==> src/rtl/dmem_ctrl_pkg.sv <==
// dmem_ctrl_pkg: shared widths, FSM encoding and port ids for the data-memory controller
package dmem_ctrl_pkg;
  localparam int ADDR_W = 32;
  localparam int WORD_W = 32;
  localparam int BE_W = 4;
  localparam logic [WORD_W-1:0] ZERO_WORD = '0;
  localparam logic PORT_CPU = 1'b0;
  localparam logic PORT_DMA = 1'b1;
  typedef enum logic [1:0] {DMC_IDLE, DMC_ACCESS, DMC_MERGE, DMC_DONE} dmc_state_t;
endpackage

==> src/rtl/dmem_ctrl_if.sv <==
// dmem_ctrl_if: one requester port of the data-memory controller
interface dmem_ctrl_if;
  import dmem_ctrl_pkg::*;
  logic req;
  logic we;
  logic [BE_W-1:0] be;
  logic [ADDR_W-1:0] addr;
  logic [WORD_W-1:0] wdata;
  logic ack;
  logic [WORD_W-1:0] rdata;
  logic busy;
  modport master (output req, we, be, addr, wdata, input ack, rdata, busy);
  modport slave (input req, we, be, addr, wdata, output ack, rdata, busy);
endinterface

==> src/rtl/dmem_byte_merge.sv <==
// dmem_byte_merge: per-lane select between the old memory word and new write data
module dmem_byte_merge
  import dmem_ctrl_pkg::*;
(
  input  logic [WORD_W-1:0] old_word,
  input  logic [WORD_W-1:0] new_word,
  input  logic [BE_W-1:0]   be,
  output logic [WORD_W-1:0] merged
);
  for (genvar b = 0; b < BE_W; b++) begin : g_lane
    assign merged[8*b +: 8] = be[b] ? new_word[8*b +: 8] : old_word[8*b +: 8];
  end
endmodule

==> src/rtl/dmem_ctrl.sv <==
// dmem_ctrl: round-robin two-port arbiter that sequences accesses onto a single-ported
// data memory, turning partial stores into read-modify-write pairs
module dmem_ctrl
  import dmem_ctrl_pkg::*;
(
  input  logic              clk,
  input  logic              rst_n,
  dmem_ctrl_if.slave        p0,
  dmem_ctrl_if.slave        p1,
  output logic              mem_ce,
  output logic              mem_we,
  output logic [ADDR_W-1:0] mem_addr,
  output logic [WORD_W-1:0] mem_wdata,
  input  logic [WORD_W-1:0] mem_rdata
);
  dmc_state_t state;
  logic port, last, we, grant, full, partial, active;
  logic [BE_W-1:0] be;
  logic [ADDR_W-1:0] addr;
  logic [WORD_W-1:0] wdata, merge_q, rdata0, rdata1, merged;
  assign grant = (p0.req && p1.req) ? ~last : p1.req;
  assign full = we && be == 4'hF;
  assign partial = we && be != 4'h0 && !full;
  always_ff @(posedge clk or negedge rst_n) begin
    if (!rst_n) begin
      state <= DMC_IDLE;
      last <= PORT_DMA;
      port <= PORT_CPU;
      we <= 1'b0;
      be <= '0;
      addr <= '0;
      wdata <= ZERO_WORD;
      merge_q <= ZERO_WORD;
      rdata0 <= ZERO_WORD;
      rdata1 <= ZERO_WORD;
    end else begin
      case (state)
        DMC_IDLE: if (p0.req || p1.req) begin
          port <= grant;
          last <= grant;
          we <= grant ? p1.we : p0.we;
          be <= grant ? p1.be : p0.be;
          addr <= grant ? p1.addr : p0.addr;
          wdata <= grant ? p1.wdata : p0.wdata;
          state <= DMC_ACCESS;
        end
        DMC_ACCESS: begin
          if (!full) merge_q <= mem_rdata;
          if (!we && port == PORT_CPU) rdata0 <= mem_rdata;
          if (!we && port == PORT_DMA) rdata1 <= mem_rdata;
          state <= partial ? DMC_MERGE : DMC_DONE;
        end
        DMC_MERGE: state <= DMC_DONE;
        DMC_DONE: state <= DMC_IDLE;
      endcase
    end
  end
  dmem_byte_merge u_merge (.old_word(merge_q), .new_word(wdata), .be(be), .merged(merged));
  // memory pins decode from registered state so reset blanks them immediately
  assign active = state == DMC_ACCESS || state == DMC_MERGE;
  assign mem_ce = active;
  assign mem_we = state == DMC_MERGE || (state == DMC_ACCESS && full);
  assign mem_addr = active ? addr : '0;
  assign mem_wdata = state == DMC_MERGE ? merged : (state == DMC_ACCESS && full) ? wdata : ZERO_WORD;
  assign p0.ack = state == DMC_DONE && port == PORT_CPU;
  assign p1.ack = state == DMC_DONE && port == PORT_DMA;
  assign p0.busy = state != DMC_IDLE && port == PORT_CPU;
  assign p1.busy = state != DMC_IDLE && port == PORT_DMA;
  assign p0.rdata = rdata0;
  assign p1.rdata = rdata1;
endmodule

==> src/flat_wrapper.sv <==
// flat-port wrapper written by rule: the top's interface ports become plain ports
module dmem_ctrl_flat import dmem_ctrl_pkg::*;
  (clk, rst_n, mem_ce, mem_we, mem_addr, mem_wdata, mem_rdata, p0_req, p0_we, p0_be, p0_addr, p0_wdata, p0_ack, p0_rdata, p0_busy, p1_req, p1_we, p1_be, p1_addr, p1_wdata, p1_ack, p1_rdata, p1_busy);
  dmem_ctrl_if p0_i ();
  dmem_ctrl_if p1_i ();
  input  logic clk;
  input  logic rst_n;
  output logic mem_ce;
  output logic mem_we;
  output logic [ADDR_W-1:0] mem_addr;
  output logic [WORD_W-1:0] mem_wdata;
  input  logic [WORD_W-1:0] mem_rdata;
  input wire logic [$bits(p0_i.req)-1:0] p0_req;
  input wire logic [$bits(p0_i.we)-1:0] p0_we;
  input wire logic [$bits(p0_i.be)-1:0] p0_be;
  input wire logic [$bits(p0_i.addr)-1:0] p0_addr;
  input wire logic [$bits(p0_i.wdata)-1:0] p0_wdata;
  output wire logic [$bits(p0_i.ack)-1:0] p0_ack;
  output wire logic [$bits(p0_i.rdata)-1:0] p0_rdata;
  output wire logic [$bits(p0_i.busy)-1:0] p0_busy;
  input wire logic [$bits(p1_i.req)-1:0] p1_req;
  input wire logic [$bits(p1_i.we)-1:0] p1_we;
  input wire logic [$bits(p1_i.be)-1:0] p1_be;
  input wire logic [$bits(p1_i.addr)-1:0] p1_addr;
  input wire logic [$bits(p1_i.wdata)-1:0] p1_wdata;
  output wire logic [$bits(p1_i.ack)-1:0] p1_ack;
  output wire logic [$bits(p1_i.rdata)-1:0] p1_rdata;
  output wire logic [$bits(p1_i.busy)-1:0] p1_busy;
  assign p0_i.req = p0_req;
  assign p0_i.we = p0_we;
  assign p0_i.be = p0_be;
  assign p0_i.addr = p0_addr;
  assign p0_i.wdata = p0_wdata;
  assign p0_ack = p0_i.ack;
  assign p0_rdata = p0_i.rdata;
  assign p0_busy = p0_i.busy;
  assign p1_i.req = p1_req;
  assign p1_i.we = p1_we;
  assign p1_i.be = p1_be;
  assign p1_i.addr = p1_addr;
  assign p1_i.wdata = p1_wdata;
  assign p1_ack = p1_i.ack;
  assign p1_rdata = p1_i.rdata;
  assign p1_busy = p1_i.busy;
  dmem_ctrl u_core (.clk(clk), .rst_n(rst_n), .p0(p0_i), .p1(p1_i), .mem_ce(mem_ce), .mem_we(mem_we), .mem_addr(mem_addr), .mem_wdata(mem_wdata), .mem_rdata(mem_rdata));
endmodule
==> config.mk <==
export PLATFORM = sky130hd
export DESIGN_NAME = dmem_ctrl_flat
export DESIGN_NICKNAME = d
export VERILOG_FILES = /design/src/rtl/dmem_ctrl_pkg.sv /design/src/rtl/dmem_ctrl_if.sv /design/src/rtl/dmem_byte_merge.sv /design/src/rtl/dmem_ctrl.sv /design/src/flat_wrapper.sv
export SDC_FILE = /design/constraint.sdc
export NUM_CORES = 1
export LEC_CHECK = 0
export BUFFER_PORTS_ARGS = -buffer_cell sky130_fd_sc_hd__buf_2
export CELL_PAD_IN_SITES_DETAIL_PLACEMENT = 0
export CELL_PAD_IN_SITES_GLOBAL_PLACEMENT = 1
export CORE_UTILIZATION = 41
export DETAILED_ROUTE_END_ITERATION = 10
export PLACE_DENSITY_LB_ADDON = 0.1
export SLEW_MARGIN = 25
export SYNTH_ARGS = -nofsm -noshare
export SYNTH_HDL_FRONTEND = slang
export SYNTH_SLANG_ARGS = --single-unit
==> constraint.sdc <==
create_clock -name clk -period 3.7 [get_ports clk]
set_input_delay 0 -clock clk [delete_from_list [all_inputs] [get_ports clk]]
set_output_delay 0 -clock clk [all_outputs]
set_load 0.05 [all_outputs]
Word-level counts from Yosys, hierarchy flattened

Index checks and enable logic that the tools add are counted.

Bitwise logic cells: 3
Reductions and logical operators: 23
Eq/ne operators: 5
Multiplexer cells: 15

Operators by type and width:

| operator           | number |
|---|---|
| $mux 32            | 5 |
| $mux 8             | 4 |
| $logic_and 1x1->1  | 11 |
| $pmux 2 s4         | 1 |
| $reduce_and 2->1   | 4 |
| $eq 2x2->1 const B | 2 |
| $eq 4x4->1 const B | 1 |
| $mux 4             | 1 |
| $reduce_bool 4->1  | 1 |
| $logic_or 1x1->1   | 3 |
| $mux 1             | 3 |
| $not 1->1          | 3 |
| $eq 2x1->1 const B | 1 |
| $logic_not 1->1    | 2 |
| $logic_not 2->1    | 1 |
| $mux 2             | 1 |
| $ne 2x1->1 const B | 1 |
| $reduce_bool 2->1  | 1 |

Input port bits: 174
Logic and storage cells: 56
Output and inout port bits: 134
Register bits after elaboration: 169

Logic depth before layout (Yosys ltp)

Word-level depth: 6
Gate-level depth with buffers: 9
Depth with buffers taken out: 5

Modules after synthesis

Synthesis repeated with hierarchy kept, for this count alone.

Cell total of the unflattened synthesis: 655
Area total of the unflattened synthesis: 8409.3 um^2

Modules (own cells, without submodules):

| module          | cells an instance | instances | area each (um^2) | seq. area each (um^2) |
|---|---|---|---|---|
| dmem_ctrl       | 619               | 1         | 7883.8           | 4230.3 |
| dmem_byte_merge | 36                | 1         | 525.5            | 0.0 |

Worst setup path after synthesis

Ideal clock, no wire load.

Path type: register to output
Start: reg u_core.state[0]
End: out mem_wdata[31]
Cell stages (with the launch flop): 6
Arrival time: 2.054 ns
Path slack: 1.646 ns
Path buffers: 1
Required time: 3.700 ns
Path through: dfrtp_1 inv_1 ha_1 inv_2 clkbuf_1 o21ai_0

Cells in the longest elaborated chain, start to end: 4
Elaborated cells on any way between the ends: 5
Classes of those cells: eq/ne (2); mux (2); reduce/logical (1)

RTL lines:

| what                     | RTL line           | source |
|---|---|---|
| start: declaration       | dmem_ctrl.sv:16    | `dmc_state_t state;` |
| start signal: assignment | dmem_ctrl.sv:51    | `state <= partial ? DMC_MERGE : DMC_DONE;` |
| $eq 2x1->1               | dmem_ctrl.sv:64    | `assign mem_wdata = state == DMC_MERGE ? merged : (state == DMC_ACCESS && full) ? wdata : ZERO_WORD;` |
| $logic_and 1x1->1        | dmem_ctrl.sv:64    |  |
| $mux 32                  | dmem_ctrl.sv:64    |  |
| $mux 32 (*)              | dmem_ctrl.sv:64    |  |
| end: declaration         | flat_wrapper.sv:11 | `output logic [WORD_W-1:0] mem_wdata;` |

Mark *: on every way between the ends. The rest lies on a longest branch, timed or not.

Worst setup path after layout

Start: reg u_core.be[1]
End: out mem_wdata[24]

Cells in the longest elaborated chain, start to end: 5

RTL lines:

| what                     | RTL line        | source |
|---|---|---|
| start: declaration       | dmem_ctrl.sv:18 | `logic [BE_W-1:0] be;` |
| start signal: assignment | dmem_ctrl.sv:42 | `be <= grant ? p1.be : p0.be;` |
| $eq 4x4->1               | dmem_ctrl.sv:22 | `assign full = we && be == 4'hF;` |
| $logic_and 1x1->1        | dmem_ctrl.sv:22 |  |
| $logic_and 1x1->1        | dmem_ctrl.sv:64 |  |
| $mux 32 (2 in a row)     | dmem_ctrl.sv:64 |  |

No other way between the ends.

==> results.toml <==
[setup_path]
max_stage_delay_ns = 0.69
path_cells = "and4_1 -> and2_1 -> buf_4 -> a31o_2 -> buf_2"
slowest_stage = "dfrtp_1"
critPathBufInv = 2
worstPathMaxFanout = 16
cpLargestDelayFamily = "simple AND/OR/NAND/NOR gates"
cp-start-kind = "flip-flop"
cp-end-kind = "output pin"
required_ns = 3.70
critPathKind = "flip-flop to output pin"
cp_data_arrival_time_ns = 2.95
rrSetupSlack_ns = 1.01

[synth]
synth-edff-count = 0
seq_area_frac_synth_pct = 52.1
yosys_warnings = 0
avgSynthCellArea_um2 = 11.8
async_reset_ff_share_pct = 100
syn-instance-count = 687
synth_top_family_by_area = "multiplexers"
ys.flop_type = "dfrtp_1"
synth_seq_cells = 169
synth-xor-area-share_pct = 0
synthSimpleGateAreaFrac_pct = 8.94
synth-adder-area-share_pct = 0.616
synth_nets = 865
synth_compound_area_share_pct = 8.01
synthMuxAreaShare_pct = 27.0
ys_types = 34
syn_area_mm2 = 0.00812

[routing]
post_drt_wl_per_cell_um = 16.2
viasPerCell = 4.85
ant_nets = 0
routed_wl_um = 23000
vias = 6902
drtPass1Iterations = 4
drc = 0
drt_iter0_markers = 186

[die]
row_count = 51
initial_utilization_pct = 41.7
die_h_um = 143
dieArea_mm2 = 0.0204
die_w_um = 143
io_pins = 308
core_mm2 = 0.0195

[global_routing]
antenna_found_initial = 0
overflow = 0
grt_pass1_vias = 6850
grt_first_pass_wirelength_um = 35700
grt.total_usage_pct = 23.0
grt_start_max_net_pins = 99

[cts]
clockBufferDepth = 2
cts_resized = 0
cts_max_level = 4
clk_latency_ns = 0.42
clock_sinks = 169
cts_root_buf = "clkbuf_16"
clk_pin_slew_ns = 0.07
post-cts-setup-buffers = 0
cts_buffers = 17
cts_tree = "yes"

[min_path]
holdCritPathClass = "input pin to asynchronous set/reset pin"

[status]
status = "finished, final reports clean"

[sta]
skew_ns = 0.0103
rsz0062_at_grt = "no"
fin_crit_ns = 2.95
hold_viol = 0
tns_ns = 0
tightest_slew_ns = 0.970
maxSlewHeadroom_pct = 35.3
maxSlewViolCount = 0
clock.fmax_mhz = 339
setup_viol = 0
whs_ns = 0.248
fin_crit_sh_pct = 79.6

[power_and_ir_drop]
power.total_uw = 11900
power_density_mw_per_mm2 = 976
ir_drop_v = 0.000554
leakagePower_uw = 0.00616

[job]
drv_cap = 0

[finish]
drive_gt1_share_pct = 40.8
nets = 1325
fillers = 1609
finish.utilization_pct = 62.7
synthToLayoutAreaGrowth_pct = 50.1
diodes = 0
fin_area_mm2 = 0.0122

[placed_design]
place_hpwl_um = 15300
place_area_mm2 = 0.00987
gp_congestion = 0.739
portBuffers = 307
-- layer usage --
layer | GRT usage (%) | routed length (um) | vias up
li1 | - | - | 3344
met1 | 29.0 | 10200 | 3332
met2 | 38.6 | 11200 | 202
met3 | 4.73 | 1130 | 24
met4 | 9.39 | 476 | 0
met5 | 0 | 0 | -
-- registers in the layout, indices dropped and copies added, names as in the netlist --
name / cells
u_core.p0.rdata: 32
u_core.merge_q: 32
u_core.port: 1
u_core.last: 1
u_core.addr: 32
u_core.be: 4
u_core.we: 1
u_core.p1.rdata: 32
u_core.state: 2
u_core.wdata: 32
-- final cells by class --
type	instances	area (um^2)	share of cell area [%]
Sequential cell	169	4230	34.7
Clock inverter	13	135	1.11
Tap cell	265	332	2.72
Inverter	4	16.3	0.133
Multi-Input combinational cell	462	3640	29.9
Clock buffer	18	429	3.52
Timing Repair Buffer	493	3410	27.9
-- synthesized netlist by cell type, types with 12 or more instances --
| library cell | n | area [um^2] |
|---|---|---|
| nand4_1 | 12 | 75.1 |
| nor2_1 | 20 | 75.1 |
| clkbuf_1 | 22 | 82.6 |
| nand2_1 | 72 | 270 |
| a31o_2 | 20 | 175 |
| and2_1 | 35 | 219 |
| mux2i_1 | 100 | 1000 |
| buf_2 | 24 | 120 |
| o21ai_0 | 81 | 405 |
| dfrtp_1 | 168 | 4200 |
| mux2_4 | 30 | 450 |
| mux2_2 | 66 | 743 |
-- path summary, 6_finish.rpt --
check,endpoint,from,depth (start not counted)
worst max-delay path,mem_wdata[24],u_core.be[1],5
min in group clk,u_core.merge_q[18],mem_rdata[18],3
max in group asynchronous,u_core.merge_q[14],rst_n,3
worst min-delay path,u_core.p1.rdata[3],rst_n,2
worst max register to register,u_core.be[0],u_core.last,5
worst min register to register,u_core.addr[6],u_core.addr[6],2
-- repair_timing --
action	4_1_cts	5_1_grt
endpoints found under the hold margin	258	0
hold buffers	174	0
endpoints found under the setup margin	0	0
-- where the power goes --
part,switching (uW),internal (uW)
Combinational,4500,2270
Sequential,619,2790
Clock,777,944
-- placed cells by master, fill, tap and decap left out, drive strengths merged --
cell type    instances
clkinvlp             4
buf                319
nor2                20
bufinv               1
clkbuf              18
nor4                 1
nand2b               1
nor3b                1
or2                  1
nand4               12
mux2i              100
nand2               72
a31oi                1
nand3b               2
a21bo                2
dfrtp              168
ha                   4
o21ai               85
and4                 1
nor3                 2
and2                35
or3b                 1
dlygate4sd3        174
a211oi               1
nor2b                2
a21oi                2
dfstp                1
a31o                20
mux2                96
clkinv               2
inv                 10
-- per-stage QoR --
stage | setup slack (ns) | cells
2_1_floorplan | 1.65 | 687
3_3_place_gp | 1.22 | 1218
3_5_place_dp | 1.14 | 1218
4_1_cts | 0.692 | 1423
5_1_grt | 0.550 | 1424
6_report | 0.754 | 1424
-- logic make-up (layout without fill, tap and decap cells) --
| kind of cell | count (synthesis) | after routing |
|---|---|---|
| multiplexers | 196 | 196 |
| adder cells (fa/ha/maj) | 4 | 4 |
| AND/OR/NAND/NOR | 151 | 151 |
| buffers and inverters | 56 | 528 |
| AO/OA/AOI/OAI | 111 | 111 |
| flip-flops | 169 | 169 |
No activity file was read; power rests on OpenSTA's default activity.
